<file path="src/rtl/ahb_pkg.sv">
// rtl/ahb_pkg.sv - shared AHB-Lite transfer encodings and master state type
package ahb_pkg;

  localparam logic [1:0] HTRANS_IDLE   = 2'b00;
  localparam logic [1:0] HTRANS_NONSEQ = 2'b10;

  localparam logic [1:0] HSIZE_BYTE = 2'b00;
  localparam logic [1:0] HSIZE_HALF = 2'b01;
  localparam logic [1:0] HSIZE_WORD = 2'b10;

  typedef enum logic [1:0] {
    MST_IDLE = 2'b00,
    MST_ADDR = 2'b01,
    MST_DATA = 2'b10,
    MST_ERR  = 2'b11
  } mst_state_e;

endpackage

</file>
<file path="src/rtl/ahb_lane_steer.sv">
// rtl/ahb_lane_steer.sv - little-endian byte-lane steering for AHB write and read data
module ahb_lane_steer
  import ahb_pkg::*;
#(
  parameter int DATA_WIDTH = 32
) (
  input  logic [1:0]            size,
  input  logic [1:0]            addr_lo,
  input  logic [DATA_WIDTH-1:0] wdata,
  input  logic [DATA_WIDTH-1:0] hrdata,
  output logic [DATA_WIDTH-1:0] hwdata,
  output logic [DATA_WIDTH-1:0] rdata
);

  localparam logic [DATA_WIDTH-1:0] BYTE_MASK = {{(DATA_WIDTH-8){1'b0}}, 8'hFF};
  localparam logic [DATA_WIDTH-1:0] HALF_MASK = {{(DATA_WIDTH-16){1'b0}}, 16'hFFFF};

  logic [4:0] shamt;

  always_comb begin
    shamt  = 5'd0;
    hwdata = wdata;
    rdata  = hrdata;
    case (size)
      HSIZE_BYTE: begin
        shamt  = {addr_lo, 3'b000};
        hwdata = (wdata & BYTE_MASK) << shamt;
        rdata  = (hrdata >> shamt) & BYTE_MASK;
      end
      HSIZE_HALF: begin
        shamt  = {addr_lo[1], 4'b0000};
        hwdata = (wdata & HALF_MASK) << shamt;
        rdata  = (hrdata >> shamt) & HALF_MASK;
      end
      // Word and the illegal size 11 both pass straight through.
      default: ;
    endcase
  end

endmodule

</file>
<file path="src/rtl/ahb_lite_master.sv">
// rtl/ahb_lite_master.sv - single-outstanding AHB-Lite initiator driven by a command/response port
module ahb_lite_master
  import ahb_pkg::*;
#(
  parameter int ADDR_WIDTH = 7,
  parameter int DATA_WIDTH = 32
) (
  input  logic                  clk,
  input  logic                  nRst,
  input  logic                  cmd_valid,
  output logic                  cmd_ready,
  input  logic                  cmd_write,
  input  logic [ADDR_WIDTH-1:0] cmd_addr,
  input  logic [1:0]            cmd_size,
  input  logic [DATA_WIDTH-1:0] cmd_wdata,
  output logic                  rsp_valid,
  output logic [DATA_WIDTH-1:0] rsp_rdata,
  output logic                  rsp_error,
  output logic                  hsel,
  output logic [ADDR_WIDTH-1:0] haddr,
  output logic [1:0]            htrans,
  output logic [1:0]            hsize,
  output logic                  hwrite,
  output logic [DATA_WIDTH-1:0] hwdata,
  input  logic [DATA_WIDTH-1:0] hrdata,
  input  logic                  hready,
  input  logic                  hresp
);

  mst_state_e            state_q, state_d;
  logic                  cmd_ready_q, cmd_ready_d;
  logic                  rsp_valid_q, rsp_valid_d;
  logic                  rsp_error_q, rsp_error_d;
  logic [DATA_WIDTH-1:0] rsp_rdata_q, rsp_rdata_d;
  logic                  hsel_q, hsel_d;
  logic [ADDR_WIDTH-1:0] haddr_q, haddr_d;
  logic [1:0]            htrans_q, htrans_d;
  logic [1:0]            hsize_q, hsize_d;
  logic                  hwrite_q, hwrite_d;
  logic [DATA_WIDTH-1:0] hwdata_q, hwdata_d;
  logic [DATA_WIDTH-1:0] wdata_q, wdata_d;

  logic [DATA_WIDTH-1:0] wdata_steered;
  logic [DATA_WIDTH-1:0] rdata_steered;

  ahb_lane_steer #(
    .DATA_WIDTH(DATA_WIDTH)
  ) u_lane_steer (
    .size    (hsize_q),
    .addr_lo (haddr_q[1:0]),
    .wdata   (wdata_q),
    .hrdata  (hrdata),
    .hwdata  (wdata_steered),
    .rdata   (rdata_steered)
  );

  always_comb begin
    state_d     = state_q;
    cmd_ready_d = cmd_ready_q;
    rsp_valid_d = 1'b0;
    rsp_error_d = rsp_error_q;
    rsp_rdata_d = rsp_rdata_q;
    hsel_d      = hsel_q;
    haddr_d     = haddr_q;
    htrans_d    = htrans_q;
    hsize_d     = hsize_q;
    hwrite_d    = hwrite_q;
    hwdata_d    = hwdata_q;
    wdata_d     = wdata_q;

    case (state_q)
      MST_IDLE: begin
        if (cmd_valid) begin
          state_d     = MST_ADDR;
          cmd_ready_d = 1'b0;
          hsel_d      = 1'b1;
          htrans_d    = HTRANS_NONSEQ;
          haddr_d     = cmd_addr;
          hsize_d     = cmd_size;
          hwrite_d    = cmd_write;
          wdata_d     = cmd_wdata;
        end
      end
      MST_ADDR: begin
        if (hready) begin
          state_d  = MST_DATA;
          hsel_d   = 1'b0;
          htrans_d = HTRANS_IDLE;
          hwdata_d = wdata_steered;
        end
      end
      MST_DATA: begin
        if (hresp && !hready) begin
          state_d = MST_ERR;
        end else if (hready) begin
          // A single-cycle ERROR is a slave protocol violation; still report it as an error.
          state_d     = MST_IDLE;
          cmd_ready_d = 1'b1;
          rsp_valid_d = 1'b1;
          rsp_error_d = hresp;
          rsp_rdata_d = (hresp || hwrite_q) ? '0 : rdata_steered;
        end
      end
      MST_ERR: begin
        if (hready) begin
          state_d     = MST_IDLE;
          cmd_ready_d = 1'b1;
          rsp_valid_d = 1'b1;
          rsp_error_d = 1'b1;
          rsp_rdata_d = '0;
        end
      end
      default: state_d = MST_IDLE;
    endcase
  end

  always_ff @(posedge clk or negedge nRst) begin
    if (!nRst) begin
      state_q     <= MST_IDLE;
      cmd_ready_q <= 1'b1;
      rsp_valid_q <= 1'b0;
      rsp_error_q <= 1'b0;
      rsp_rdata_q <= '0;
      hsel_q      <= 1'b0;
      haddr_q     <= '0;
      htrans_q    <= HTRANS_IDLE;
      hsize_q     <= 2'b00;
      hwrite_q    <= 1'b0;
      hwdata_q    <= '0;
      wdata_q     <= '0;
    end else begin
      state_q     <= state_d;
      cmd_ready_q <= cmd_ready_d;
      rsp_valid_q <= rsp_valid_d;
      rsp_error_q <= rsp_error_d;
      rsp_rdata_q <= rsp_rdata_d;
      hsel_q      <= hsel_d;
      haddr_q     <= haddr_d;
      htrans_q    <= htrans_d;
      hsize_q     <= hsize_d;
      hwrite_q    <= hwrite_d;
      hwdata_q    <= hwdata_d;
      wdata_q     <= wdata_d;
    end
  end

  assign cmd_ready = cmd_ready_q;
  assign rsp_valid = rsp_valid_q;
  assign rsp_error = rsp_error_q;
  assign rsp_rdata = rsp_rdata_q;
  assign hsel      = hsel_q;
  assign haddr     = haddr_q;
  assign htrans    = htrans_q;
  assign hsize     = hsize_q;
  assign hwrite    = hwrite_q;
  assign hwdata    = hwdata_q;

endmodule

</file>
<file path="config.mk">
export PLATFORM = sky130hd
export DESIGN_NAME = ahb_lite_master
export DESIGN_NICKNAME = d
export VERILOG_FILES = /design/src/rtl/ahb_pkg.sv /design/src/rtl/ahb_lane_steer.sv /design/src/rtl/ahb_lite_master.sv
export SDC_FILE = /design/constraint.sdc
export NUM_CORES = 1
export LEC_CHECK = 0
export CORE_UTILIZATION = 29
export DETAILED_ROUTE_END_ITERATION = 7
export PLACE_DENSITY = 0.52
export SLEW_MARGIN = 15
export SYNTH_ARGS = -nofsm -noshare
export SYNTH_HDL_FRONTEND = slang
export SYNTH_SLANG_ARGS = --single-unit
export TNS_END_PERCENT = 100
</file>
<file path="constraint.sdc">
create_clock -name clk -period 2 [get_ports clk]
set_input_delay 0.6 -clock clk [delete_from_list [all_inputs] [get_ports clk]]
set_output_delay 0.6 -clock clk [all_outputs]
set_load 0.01 [all_outputs]
</file>
==> qor.yml <==
status: "finished clean"
finalCritPeriodShare: 0.9789
crit_slowest_cell: "clkdlybuf4s50_1"
met3_length_um: 753
drc: 0
routed_wirelength_mm: 14.18
drive_gt1_frac: 0.1328
drt_first_pass_iters: 4
crit_type: "reg -> out"
max_cap_viol_count: 0
power_density_nw_per_um2: 1467
yosys_warnings: 0
grt_overflow: 0
synth_edf_count: 0
synth.yosys.seq_area_share: 0.5662
via_per_inst: 5.001
tns_ns: 0
fp.dieW_um: 132.7
async_reset_ff_frac: 1.000
finalHoldViolations: 0
fin_nets: 654
ant_nets: 0
antenna_cells: 0
core-area_um2: 16640
antenna_found_initial: 0
io_pins: 159
p_total_w: 0.01048
portBuffers: 157
grt_max_degree: 70
grt_setup_unrepaired: "false"
htree_levels: 3
wl_per_cell_um: 17.73
synth_cells: 416
p_leak_nw: 3.074
synth_top_flop_cell: "dfrtp_1"
pwr-share-comb: 0.444
grtUsageTotal: 0.1679
fin_crit_ns: 1.958
dieHeight_um: 132.7
clock_latency_ns: 0.36
start_util: 0.2976
switching_share: 0.3640
wl_met2_mm: 6.751
startpoint_type: "flip-flop"
grt_pass1_vias: 4226
fin_util: 0.4291
grt_pass1_wl_mm: 23.00
final.setup_skew_ns: 0.008024
slew_violations: 0
area_delta_synth_final_pct: 44.19
cts_hold_buf: 0
power.internal_w: 0.006663
clkPwrFrac: 0.178
num_rows: 47
critPathRequiredTime_ns: 1.40
crit_arrival_ns: 1.36
route.vias.total: 4001
power_switching_w: 0.003814
critPathCaptureType: "output pin"
synth-seq-cells: 112
hpwl_mm: 10.17
clock_tree.buffer_depth: 2
fillers: 1549
critical_path.cell_chain: "clkdlybuf4s50_1"
dieArea_um2: 17600
clock-sinks: 112
synth_area_um2: 4952
cts_buffers: 9
seqPwrFrac: 0.378
drtIter0Drc: 229
holdCritPathClass: "in -> async"
synth_cell_types: 41
clock.fmax_mhz: 510.8
max_stage_delay_ns: 0.58
clk_pin_slew_ns: 0.07
cts_tree: "yes"
avgSynthCellArea_um2: 11.90
vdd_drop_max_mv: 0.6913
setup_violations: 0
top_layer: "met4"
met1_length_mm: 6.418
gp_congestion: 0.7778
critPathMaxFanout: 4
root_buffer: "clkbuf_16"
critical-path-top-delay-family: "buffers and inverters"
worstPathBufferInverterCount: 1
synthesis.nets: 495
layer usage:
layer / vias to the layer above / track usage
met4: 0 / 0.05556
met5: - / 0
met2: 152 / 0.2769
met3: 19 / 0.03755
met1: 1997 / 0.2176
li1: 1833 / -
what timing repair did:
action | 4_1_cts | 5_1_grt
setup endpoints to repair | 4 | 1
hold endpoints to repair | 0 | 0
buffers inserted | 0 | 0
gates resized for setup | 5 | 1
gates cloned | 0 | 0
power by group through the flow:
stage          combinational (W)  sequential [W]  clock (W)
6_report                 0.00466         0.00396    0.00186
5_1_grt                  0.00506         0.00410    0.00199
4_1_cts                  0.00472         0.00398    0.00192
3_5_place_dp             0.00471         0.00400          0
3_3_place_gp             0.00464         0.00398          0
2_1_floorplan            0.00237         0.00405          0
stage by stage:
| step | hold slack [ns] | worst slack (ns) | cells | instance area (um2) |
|---|---|---|---|---|
| after floorplan | 0.3044 | 0.4748 | 416 | 4952 |
| after global placement | 0.4384 | -0.08563 | 784 | 6837 |
| after detailed placement | 0.4375 | -0.09716 | 784 | 6837 |
| after CTS | 0.04480 | 0.01807 | 800 | 7138 |
| after global routing | 0.05418 | 0.007007 | 800 | 7141 |
| final | 0.05569 | 0.04230 | 800 | 7141 |
final timing paths:
check / startpoint / endpoint / slack [ns] / cells past startpoint
min in group clk: rsp_rdata[15] / rsp_rdata[15] / 0.49 / 2
max: hwrite / hwrite / 0.04 / 1
min: nRst / hwrite / 0.06 / 1
min reg2reg: rsp_rdata[15] / rsp_rdata[15] / 0.49 / 2
max reg2reg: hsize[0] / rsp_rdata[2] / 0.41 / 4
max in group asynchronous: nRst / wdata_q[30] / 1.36 / 2
flip-flops by register name, summed over array words and instances, names as in the netlist:
| signal | flops |
|---|---|
| rsp_valid | 1 |
| rsp_rdata | 32 |
| state_q | 2 |
| haddr | 7 |
| cmd_ready | 1 |
| rsp_error | 1 |
| hwrite | 1 |
| htrans | 1 |
| hsize | 2 |
| wdata_q | 32 |
| hwdata | 32 |
layout by cell type, fill, tap and decap left out, types with 3 or more instances in the layout:
cell             Yosys  routed
o221ai_1             8       8
nor2_1              35      35
and3_1               9       9
a31oi_1              8       8
nor2b_1              8       8
buf_12               0       5
mux2_1              23      23
a221oi_1            16      16
a22o_1              24      24
nand2_1             44      44
a22oi_1              8       8
nand3_1              8       8
o21ai_0             10      10
dfrtp_2              0       4
mux2_2              17      17
buf_4                7      19
dfrtp_1            111     107
nand3b_1             8       8
inv_6                0       3
clkdlybuf4s50_1      0     153
inv_2                3       3
mux2i_1              8       8
a21oi_1              9       9
clkbuf_16            0       9
a221o_1              8       8
layout make-up:
cell class / instances / area, um2 / area share
multi-input cells: 268 / 1937 / 0.2712
clock inverters: 7 / 75.07 / 0.01051
well taps: 220 / 275.3 / 0.03855
flip-flops and latches: 112 / 2809 / 0.3934
inverters: 4 / 15.01 / 0.002103
clock buffers: 9 / 225.2 / 0.03154
repair buffers: 180 / 1804 / 0.2527
logic make-up (layout without fill, tap and decap cells):
family | after synthesis | after routing | share of synthesized area
AO/OA/AOI/OAI | 97 | 97 | 0.1511
buffers and inverters | 36 | 200 | 0.04396
flip-flops | 112 | 112 | 0.5662
multiplexers | 48 | 48 | 0.1071
other | 1 | 1 | 0.0007572
AND/OR/NAND/NOR | 122 | 122 | 0.1309
synthesized netlist by cell type, drive strengths merged (9+ instances only):
master,count,area share
o21ai,14,0.016
dfrtp,111,0.56
nand3,9,0.010
a22o,24,0.042
nand3b,9,0.016
buf,23,0.034
a21oi,9,0.0091
clkbuf,9,0.0068
a221oi,16,0.028
mux2,40,0.091
nor2,37,0.032
nor2b,9,0.013
and3,10,0.014
nand2,45,0.036
Note: power is estimated with default switching activity, not from simulation.
